<file path="src/rtl/interrupt_arbiter.sv">
// interrupt_arbiter
// Interrupt front end for the 8227 core. It synchronises NMI and NUM_IRQ
// request lines and keeps a pending bit for each source. It arbitrates
// reset > NMI > lowest-index eligible IRQ and presents one registered request,
// with its vector, to the instruction loader.
//
// Ports:
//   clk            system clock, rising edge
//   nrst           asynchronous reset, active-high
//   enableFFs      core advance enable; outputs hold while 0
//   nmi_in         asynchronous NMI, rising-edge triggered
//   irq_in         asynchronous maskable request lines, active-high
//   irq_edge_mode  per-channel mode: 1 = edge, 0 = level
//   mask_we        mask register write strobe
//   mask_wdata     new mask value (1 = channel masked)
//   psr_i_flag     PSR I flag; 1 blocks every IRQ channel
//   take           loader accepts the presented request
//   int_valid      a request is presented
//   int_kind       00 none, 01 reset, 10 NMI, 11 IRQ
//   int_channel    granted IRQ channel (0 unless kind = IRQ)
//   vector_addr    vector of the presented request
//   reset_running  reset sequence pending and not yet taken
//   irq_pending    raw pending bits, before mask and I flag
module interrupt_arbiter #(
  parameter int unsigned           NUM_IRQ         = 4,
  parameter int unsigned           ADDR_WIDTH      = 16,
  parameter logic [ADDR_WIDTH-1:0] RESET_VECTOR    = 16'hFFFC,
  parameter logic [ADDR_WIDTH-1:0] NMI_VECTOR      = 16'hFFFA,
  parameter logic [ADDR_WIDTH-1:0] IRQ_VECTOR_BASE = 16'hFFE0
) (
  input  logic                  clk,
  input  logic                  nrst,
  input  logic                  enableFFs,
  input  logic                  nmi_in,
  input  logic [NUM_IRQ-1:0]    irq_in,
  input  logic [NUM_IRQ-1:0]    irq_edge_mode,
  input  logic                  mask_we,
  input  logic [NUM_IRQ-1:0]    mask_wdata,
  input  logic                  psr_i_flag,
  input  logic                  take,
  output logic                  int_valid,
  output logic [1:0]            int_kind,
  output logic [3:0]            int_channel,
  output logic [ADDR_WIDTH-1:0] vector_addr,
  output logic                  reset_running,
  output logic [NUM_IRQ-1:0]    irq_pending
);

  localparam logic [1:0] KIND_NONE  = 2'b00;
  localparam logic [1:0] KIND_RESET = 2'b01;
  localparam logic [1:0] KIND_NMI   = 2'b10;
  localparam logic [1:0] KIND_IRQ   = 2'b11;

  logic                  nmi_s1, nmi_s2, nmi_h, nmi_pend, rst_pend;
  logic [NUM_IRQ-1:0]    irq_s1, irq_s2, irq_h, mask;
  logic                  take_ok, rst_clr, nmi_clr, nmi_rise;
  logic [NUM_IRQ-1:0]    irq_clr, irq_rise, irq_elig;
  logic                  nxt_valid;
  logic [1:0]            nxt_kind;
  logic [3:0]            nxt_ch;
  logic [ADDR_WIDTH-1:0] nxt_vec;

  // A take only counts against the request currently on the outputs.
  assign take_ok  = take & int_valid & enableFFs;
  assign rst_clr  = take_ok && (int_kind == KIND_RESET);
  assign nmi_clr  = take_ok && (int_kind == KIND_NMI);
  assign nmi_rise = nmi_s2 & ~nmi_h;
  assign irq_rise = irq_s2 & ~irq_h;

  // Level-mode channels ignore take, so only edge-mode bits can be cleared.
  always_comb begin
    irq_clr = '0;
    for (int unsigned i = 0; i < NUM_IRQ; i++) begin
      irq_clr[i] = take_ok && (int_kind == KIND_IRQ) && (int_channel == 4'(i))
                   && irq_edge_mode[i];
    end
  end

  assign irq_elig      = irq_pending & ~mask & ~{NUM_IRQ{psr_i_flag}} & ~irq_clr;
  assign reset_running = rst_pend;

  // Synchronisers, pending state and mask run every cycle, stalled or not.
  // The set term is ORed after the clear term, so a new edge wins over a take.
  always_ff @(posedge clk or posedge nrst) begin
    if (nrst) begin
      nmi_s1      <= 1'b0;
      nmi_s2      <= 1'b0;
      nmi_h       <= 1'b0;
      nmi_pend    <= 1'b0;
      rst_pend    <= 1'b1;
      irq_s1      <= '0;
      irq_s2      <= '0;
      irq_h       <= '0;
      irq_pending <= '0;
      mask        <= '1;
    end else begin
      nmi_s1      <= nmi_in;
      nmi_s2      <= nmi_s1;
      nmi_h       <= nmi_s2;
      nmi_pend    <= nmi_rise | (nmi_pend & ~nmi_clr);
      rst_pend    <= rst_pend & ~rst_clr;
      irq_s1      <= irq_in;
      irq_s2      <= irq_s1;
      irq_h       <= irq_s2;
      irq_pending <= (irq_edge_mode & (irq_rise | (irq_pending & ~irq_clr)))
                   | (~irq_edge_mode & irq_s2);
      if (mask_we) begin
        mask <= mask_wdata;
      end
    end
  end

  // Arbitration uses the pending state with the source being taken removed.
  always_comb begin
    nxt_valid = 1'b0;
    nxt_kind  = KIND_NONE;
    nxt_ch    = '0;
    nxt_vec   = '0;
    if (rst_pend && !rst_clr) begin
      nxt_valid = 1'b1;
      nxt_kind  = KIND_RESET;
      nxt_vec   = RESET_VECTOR;
    end else if (nmi_pend && !nmi_clr) begin
      nxt_valid = 1'b1;
      nxt_kind  = KIND_NMI;
      nxt_vec   = NMI_VECTOR;
    end else begin
      for (int unsigned i = 0; i < NUM_IRQ; i++) begin
        if (irq_elig[i] && !nxt_valid) begin
          nxt_valid = 1'b1;
          nxt_kind  = KIND_IRQ;
          nxt_ch    = 4'(i);
          nxt_vec   = IRQ_VECTOR_BASE + ADDR_WIDTH'(2 * i);
        end
      end
    end
  end

  always_ff @(posedge clk or posedge nrst) begin
    if (nrst) begin
      int_valid   <= 1'b0;
      int_kind    <= KIND_NONE;
      int_channel <= '0;
      vector_addr <= '0;
    end else if (enableFFs) begin
      int_valid   <= nxt_valid;
      int_kind    <= nxt_kind;
      int_channel <= nxt_ch;
      vector_addr <= nxt_vec;
    end
  end

endmodule

</file>
<file path="config.mk">
export PLATFORM = sky130hd
export DESIGN_NAME = interrupt_arbiter
export DESIGN_NICKNAME = d
export VERILOG_FILES = /design/src/rtl/interrupt_arbiter.sv
export SDC_FILE = /design/constraint.sdc
export NUM_CORES = 1
export LEC_CHECK = 0
export CORE_ASPECT_RATIO = 0.9
export CORE_UTILIZATION = 45
export CTS_CLUSTER_SIZE = 20
export DETAILED_ROUTE_END_ITERATION = 8
export HOLD_SLACK_MARGIN = 0.06
export PLACE_DENSITY = 0.78
export SETUP_SLACK_MARGIN = 0.5
export SLEW_MARGIN = 20
export SYNTH_ARGS = -nofsm -noshare
export SYNTH_HDL_FRONTEND = slang
export SYNTH_SLANG_ARGS = --single-unit
</file>
<file path="constraint.sdc">
create_clock -name clk -period 1.85 [get_ports clk]
set_input_delay 0.555 -clock clk [delete_from_list [all_inputs] [get_ports clk]]
set_output_delay 0.555 -clock clk [all_outputs]
set_load 0.03 [all_outputs]
</file>
* After elaboration in Yosys (flattened, before gate mapping)
Index checks and enable logic that the tools add are counted.
** Operators by class
- Equal/unequal tests :: 6
- Muxes and demuxes :: 29
- Bitwise gates (word level) :: 23
- Reduce and logical (&&, ||, !) cells :: 22
** Operators with widths (count)
- $mux W16 :: 6
- $and A4 B4 Y4 :: 7
- $not A4 Y4 :: 5
- $logic_and A1 B1 Y1 :: 16
- $mux W4 :: 4
- $mux W1 :: 13
- $mux W2 :: 6
- $eq A4 B2 Y1 const B :: 2
- $or A4 B4 Y4 :: 2
- $and A1 B1 Y1 :: 5
- $logic_not A1 Y1 :: 5
- $eq A2 B2 Y1 const B :: 2
- $eq A4 B1 Y1 const B :: 1
- $logic_not A4 Y1 :: 1
- $not A1 Y1 :: 3
- $eq A2 B1 Y1 const B :: 1
- $or A1 B1 Y1 :: 1
** Word-level totals
- Bits in registers :: 48
- Word-level logic and storage cells :: 94

* Logic depth before layout (Yosys ltp)
Gate-level depths: netlist of the first run.
- Word-level depth :: 25
- Depth in mapped cells :: 5
- Depth with buffers taken out :: 5

* Worst setup path after synthesis of the first run
Ideal clock, no wire load.
- Path type :: register to register
- From :: register int_kind[0]
- To :: register int_channel[1]
- Data arrival time :: 1.699 ns
- Required time :: 1.784 ns
- Setup slack :: 0.085 ns
- Stages on the path, launching flop included :: 5
- Period minus slack after synthesis :: 1.765 ns
- Cell sequence :: dfrtp_1 > nand4_4 > or4_4 > a21oi_4 > a41o_1
** On the way
- Longest elaborated chain between the ends :: 24
** Ends and longest elaborated chain
- start: declaration :: line 42 : output logic [1:0] int_kind,
- start signal: assignment :: line 147 : int_kind <= nxt_kind;
- $eq A2 B2 Y1 :: line 74 : irq_clr[i] = take_ok && (int_kind == KIND_IRQ) && (int_channel == 4'(i))
- $logic_and A1 B1 Y1 (2 in a row) :: line 74
- $logic_and A1 B1 Y1 :: line 75 : && irq_edge_mode[i];
- $not A4 Y4 :: line 79 : assign irq_elig = irq_pending & ~mask & ~{NUM_IRQ{psr_i_flag}} & ~irq_clr;
- $and A4 B4 Y4 :: line 79
- $mux W1 :: line 129 : if (irq_elig[i] && !nxt_valid) begin
- $mux W1 :: line 123 : end else if (nmi_pend && !nmi_clr) begin
- $mux W1 :: line 119 : if (rst_pend && !rst_clr) begin
- (+7 left out)
- $mux W1 :: line 129
- $mux W1 :: line 123
- $mux W1 :: line 119
- $logic_not A1 Y1 :: line 129
- $logic_and A1 B1 Y1 :: line 129
- $mux W4 :: line 129
- $mux W4 :: line 123
- $mux W4 * :: line 119
- end signal: assignment :: line 148 : int_channel <= nxt_ch;
- end: declaration :: line 43 : output logic [3:0] int_channel,
Every way passes the cells marked *; elsewhere a longest branch is shown, timed or not. The select of a mux whose other input is x is not followed.
A chain may end at the register's enable or synchronous reset.

* Worst setup path after layout of the first run
- From :: input port psr_i_flag
- To :: register int_kind[1]
** On the way
- Longest elaborated chain between the ends :: 21
** Ends and longest elaborated chain
- start: declaration :: line 39 : input logic psr_i_flag,
- $not A4 Y4 * :: line 79
- $and A4 B4 Y4 * (2 in a row) :: line 79
- $mux W1 :: line 129
- $mux W1 :: line 123
- $mux W1 :: line 119
- $logic_not A1 Y1 :: line 129
- $logic_and A1 B1 Y1 :: line 129
- $mux W1 :: line 129
- (+4 left out)
- $mux W1 :: line 129
- $mux W1 :: line 123
- $mux W1 :: line 119
- $logic_not A1 Y1 :: line 129
- $logic_and A1 B1 Y1 :: line 129
- $mux W2 * :: line 129
- $mux W2 * :: line 123
- $mux W2 * :: line 119
Marks and branches as above.

==> results.md, run 1 <==
- Total power: 2390 uW
- RSZ-0062 raised after global routing: true
- Fin area: 2390 sq um
- Layout Nets: 220
- WP data required: 2.04 ns
- CP Capture Type: register
- Cts hold-fix bufs: 0
- Worst r2r dst: int_channel[1]
- Layout area overhead: 60.0%
- Period utilization: 95.2%
- Met3 Use GR: 5.69%
- Total CTS buffers: 5
- Crit path DAT: 1.95 ns
- Busiest grt layer: met2
- Most frequent CP cell: buf_4
- Clock Skew: 0.00417 ns
- Vias in the first global route: 1,216
- Flop pwr share: 38.4%
- Kind of critical path: input port to register
- Psw: 809 uW
- Startpoint types: input port
- CP cell instances: dlygate4sd2_1 > buf_4 > nor3b_1 > o31ai_1 > buf_4 > nor2b_2 > a311oi_2
- TNS Setup: 0 ns
- Final setup violation count: 0
- R2r setup slk: 0.17 ns
- Class of the worst hold path: register to register
- Pleak: 0.00110 uW
- Clock tree buffer depth: 2
- Avg Inst Size Synth: 11.8 sq um
- RR Startpoint: int_valid
- Share of cells above drive strength 1: 53.5%
- Max Cap Viol: 0
- IO Port Bufs: 43
- R2R depth: 4
- Vias/cell: 5.33
- Starting Density: 47.9%
- Die Ht: 56.6 um
- Final Hold Violating Endpoints: 0
- Max-slew violation count: 0
- Root Buffer: clkbuf_8
- DRT Pass-1 Iters: 4
- CP Max Fanout: 5
- Die ar.: 3550 sq um
- GR Util met2: 37.0%
- CTS HTree Levels: 2
- GP Congestion: 0.878
- CP peak stage delay: 0.27 ns
- Aggregate routed wire length: 3990 um
- Final worst slack: 0.0882 ns
- Internal cell power: 1580 uW
- Antenna violations before repair: 0
- Post-synth cell types: 36
- Syn Std Cell Area: 1490 sq um
- Global-route wire length before repair: 5800 um
- Placed Area: 2000 sq um
- HPWL Detailed: 2250 um
- Sink Count: 34
- Part of the power in the clock network: 23.7%
- Outcome: finished, final reports clean
- Synth warnings: 0
- FILL cells: 196
- Post-Synthesis Cells: 126
- Routing usage on met1: 26.7%
- CTS tree: built
- Wire length per cell: 16.4 um
- Async S/R FF share, synth: 100%
- ANT nets after route: 0
- Die W: 62.7 um
- Routed vias: 1,300
- Tot GR Track Use: 22.2%
- Top FF cell, synth: dfrtp_1
- Crit-path slowest cell: dlygate4sd2_1
- Top Ports: 47
- Util after Layout: 76.7%
- Post-synth EDFFs: 0
- Clock Pin Slew Worst Setup and Hold Paths: 0.07 ns
- Worst Hold Launch: irq_s1[2]
- N_diodes: 0
- Core area: 3110 sq um
- Dpl ws: -0.455 ns
- Sequential-to-total area share from yosys stat: 57.4%
- Max VDD drop: 687 uV
- Largest net degree at the start of global routing: 35
- Initial DRC Count: 50
- Worst Hold Path EP: irq_s2[2]
- Achievable frequency: 568 MHz
- Pwr dens: 1000 nW/um^2
- Register bit total from synthesis: 34
- Min Tclk post-route: 1.76 ns
- Gr ovfl total: 0
- Num rows: 19
- Post-route DRC: 0
- Clock Latency Late Sink: 0.29 ns
- Net switching fraction of the power: 33.9%
- Combinational share of power: 37.9%
- Hold depth: 0
sequential cells by signal, summed over array words and instances, names as in the netlist, 2 cells and up:
register,count
int_channel,2
irq_s1,4
int_kind,2
irq_s2,4
irq_pending,4
vector_addr,4
mask,4
irq_h,4
cells by family (layout without fill, tap and decap cells):
kind of cell,after synthesis,count (layout),synth area share [%]
AND/OR/NAND/NOR,41,41,15.7
flip-flops,34,34,57.4
AO/OA/AOI/OAI,25,25,13.8
buffers and inverters,20,94,9.05
multiplexers,5,5,3.77
other,1,3,0.251
worst max-delay path: cells and delay by family:
| kind | cells | cell delay [ns] |
|---|---|---|
| AOI/OAI and AO/OA | 2 | 0.36 |
| buffers and inverters | 3 | 0.60 |
| and+or+nand+nor | 2 | 0.43 |
placed cells by master, fill, tap and decap left out, drive strengths merged, types with 2 or more instances in the layout:
master	synthesis	layout
o21a	3	3
clkbuf	0	6
o311ai	2	2
a21oi	3	3
nor3b	5	5
a32o	2	2
conb	1	3
mux2	5	5
dlymetal6s2s	0	2
nand4	4	4
nand4b	2	2
clkdlybuf4s50	0	12
nand2	13	13
inv	5	5
dfrtp	29	29
buf	15	66
dfstp	5	5
nor2	10	10
nand2b	2	2
a31oi	2	2
o21ai	3	3
final cells by class:
class	count	area, sq um	share of cell area, %
Sequential cell	34	865	36.2
Timing Repair Buffer	81	779	32.6
Multi-Input combinational cell	74	578	24.2
Clock buffer	6	82.6	3.46
Tap cell	42	52.6	2.20
Inverter	5	18.8	0.786
Clock inverter	2	12.5	0.524
repair_timing:
action / 4_1_cts / 5_1_grt
resized for setup: 171 / 44
hold endpoints to repair: 0 / 0
pin swaps: 7 / 8
buffers inserted: 13 / 10
endpoints found under the setup margin: 40 / 37
cell usage after synthesis (2+ instances only):
master	n	area share [%]
inv_1	5	1.3
nor3b_1	5	2.5
o21ai_0	3	1.0
dfstp_2	5	8.8
dfrtp_1	29	49
o311ai_0	2	1.2
nand4_1	3	1.3
buf_4	14	7.0
a21oi_1	2	0.67
o21a_1	3	1.5
a31oi_1	2	0.84
nand2b_1	2	0.84
nor2_1	10	2.5
nand4b_1	2	1.2
a32o_1	2	1.3
mux2_2	5	3.8
nand2_1	13	3.3
per-layer routing:
layer / up-vias / wire length [um]
met2: 56 / 2130
li1: 580 / -
met4: 0 / 155
met1: 647 / 1500
met5: - / 0
met3: 17 / 203
power groups by stage:
stage	combinational (uW)	clock, uW	sequential [uW]
2_1_floorplan	350	0	995
3_3_place_gp	645	0	922
3_5_place_dp	654	0	925
4_1_cts	721	583	910
5_1_grt	951	615	926
6_report	905	567	917
stage by stage:
stage                     hold WS, ns  cells
after global placement          0.335    213
after detailed placement        0.336    213
final                           0.354    244
after global routing            0.364    244
after floorplan                 0.331    128
after CTS                       0.356    234
how the worst max path moves through the flow:
stage / start / end / slack [ns] / depth (start not counted)
after floorplan: take / int_channel[1] / 0.22 / 4
after global placement: take / int_channel[1] / -0.41 / 5
after detailed placement: take / int_channel[1] / -0.46 / 5
after CTS: int_channel[1] / int_kind[1] / 0.13 / 4
after global routing: psr_i_flag / int_kind[1] / 0.05 / 7
final: psr_i_flag / int_kind[1] / 0.09 / 7
Note: power is estimated with default switching activity, not from simulation.
==> inputs of run 2 (changes only) <==
- GPL_ROUTABILITY_DRIVEN: default -> 0
==> run 2 against run 1 <==
  * First-iteration DRC count is 10% higher
  * Count of clock-buffer cells in the layout shrank 1
  * Combinational power is 8.2% lower
  * Cell count shrank 2.0%
  * Sequential cell count is the same
  * Register-to-register slack better by 0.04 ns
  * Sequential power barely moved
  * Critical endpoint is now int_channel[1]
  * Highest routed layer unchanged
==> results.md, run 2 (synthesis results as in run 1) <==
- Max-slew violation count: 0 (unchanged)
- CTS HTree Levels: 2 (unchanged)
- Vias/cell: 5.10 (-4.2%)
- Pwr dens: 1030 nW/um^2 (+3.3%)
- Max Cap Viol: 0 (unchanged)
- Most frequent cells in the layout: buf_6, buf_4, dfrtp_1, nand2_1, clkdlybuf4s50_1
- Dpl ws: -0.418 ns (+0.0377 ns)
- Min Tclk post-route: 1.64 ns (-0.126 ns)
- N_diodes: 0 (unchanged)
- Die W: 62.7 um (unchanged)
- Achievable frequency: 611 MHz (+7.7%)
- Pleak: 0.00106 uW (-3.4%)
- Worst r2r dst: int_channel[1]
- FILL cells: 204 (+4.1%)
- Clock tree buffer depth: 2 (unchanged)
- DRT Pass-1 Iters: 4 (unchanged)
- Clock Skew: 0.00624 ns (+0.00207 ns)
- Die Ht: 56.6 um (unchanged)
- Final Hold Violating Endpoints: 0 (unchanged)
- RSZ-0062 raised after global routing: true
- Gr ovfl total: 0 (unchanged)
- Routed vias: 1,220 (-6.2%)
- Antenna violations before repair: 0 (unchanged)
- R2r setup slk: 0.21 ns (+0.04 ns)
- Global-route wire length before repair: 5780 um (-0.36%)
- Final worst slack: 0.214 ns (+0.126 ns)
- Vias in the first global route: 1,220 (+0.33%)
- Sink Count: 34 (unchanged)
- CTS tree: built
- Placed Area: 2000 sq um (unchanged)
- Num rows: 19 (unchanged)
- Clock Pin Slew Worst Setup and Hold Paths: 0.07 ns (about the same)
- Total CTS buffers: 5 (unchanged)
- Die ar.: 3550 sq um (unchanged)
- Tot GR Track Use: 22.4% (+0.19 points)
- CP Max Fanout: 6 (+1)
- Final setup violation count: 0 (unchanged)
- Wire length per cell: 15.6 um (-4.5%)
- CP Capture Type: register
- ANT nets after route: 0 (unchanged)
- Outcome: finished, final reports clean
- Period utilization: 88.4% (-6.8 points)
- Post-route DRC: 0 (unchanged)
- Top Ports: 47 (unchanged)
- Kind of critical path: register to register
- Total power: 2430 uW (+1.7%)
- Startpoint types: register
- Layout Nets: 215 (-2.3%)
- Clock Latency Late Sink: 0.30 ns (about the same)
- Starting Density: 47.9% (unchanged)
- Util after Layout: 75.5% (-1.2 points)
- Class of the worst hold path: register to register
- Fin area: 2350 sq um (-1.5%)
- Aggregate routed wire length: 3740 um (-6.5%)
- Crit path DAT: 1.87 ns (-0.08 ns)
- WP data required: 2.08 ns (+0.04 ns)
- Share of cells above drive strength 1: 52.8% (-0.67 points)
- RR Startpoint: int_valid
- Initial DRC Count: 55 (+10%)
- HPWL Detailed: 2230 um (-0.87%)
- R2R depth: 4 (unchanged)
- IO Port Bufs: 43 (unchanged)
- Hold depth: 0 (unchanged)
- Root Buffer: clkbuf_8
- Core area: 3110 sq um (unchanged)
- Largest net degree at the start of global routing: 35 (unchanged)
- Most common cell after layout, fill and taps aside: buf_6
- Max VDD drop: 554 uV (-19%)
- Worst Hold Path EP: nmi_s2
- Worst Hold Launch: nmi_s1
- TNS Setup: 0 ns (unchanged)
- Layout area overhead: 57.6%
-- run 2: cell types whose count changed in the layout (fill, tap and decap cells not counted), moves of 2 or more --
cell     delta
buf_2       +3
buf_6       -2
buf_4       -5
o21ai_1     +2
nor3b_4     +2
o21ai_0     -2
nor3b_1     -2
-- run 2: report_power, final --
part           total [uW]  switching (uW)  internal, uW
Combinational         831             439           392
Sequential            914            84.2           830
Clock                 686             286           400
-- run 2: final cells by class --
cell class / count / area (sq um) / share of cell area [%]
sequential: 34 / 865 / 36.8
timing repair buffer: 76 / 706 / 30.0
multi-input combinational: 74 / 597 / 25.4
clock buffer: 5 / 68.8 / 2.93
tap: 42 / 52.6 / 2.23
clock inverter: 3 / 45.0 / 1.91
inverter: 5 / 18.8 / 0.798
-- run 2: stage by stage --
stage / cells / hold slack (ns)
after floorplan: 128 / 0.331
after global placement: 213 / 0.335
after detailed placement: 213 / 0.341
after CTS: 232 / 0.358
after global routing: 239 / 0.365
final: 239 / 0.355
-- run 2: metal layers --
metal | routed length (um) | track usage [%]
met3 | 178 | 7.52
met5 | 0 | 0
met2 | 1960 | 36.3
met4 | 132 | 12.0
met1 | 1470 | 26.2
-- run 2: worst max path at each step --
stage,endpoint,cells after the start,start
final,int_channel[1],4,int_valid
after global routing,int_channel[1],4,int_valid
after CTS,vector_addr[6],1,vector_addr[14]
after detailed placement,int_kind[1],5,take
after global placement,int_channel[1],5,take
after floorplan,int_channel[1],4,take
-- run 2: critical path, cell delays in order (launching register included) --
cell     delay [ns]
dfrtp_2        0.43
nand4_4        0.13
or4_4          0.56
a21oi_4        0.24
a41o_1         0.21
-- run 2: what timing repair did --
item	CTS	global route
pin swaps	8	9
setup buffers	11	7
endpoints found under the setup margin	40	38
hold buffers	0	0
gates resized for setup	174	47
gates cloned	0	0
==> inputs of run 3 (changes only) <==
- SLEW_MARGIN: 20 -> default
==> results of run 3 <==
Final layout, timing and power as in run 2 (identical DEF).
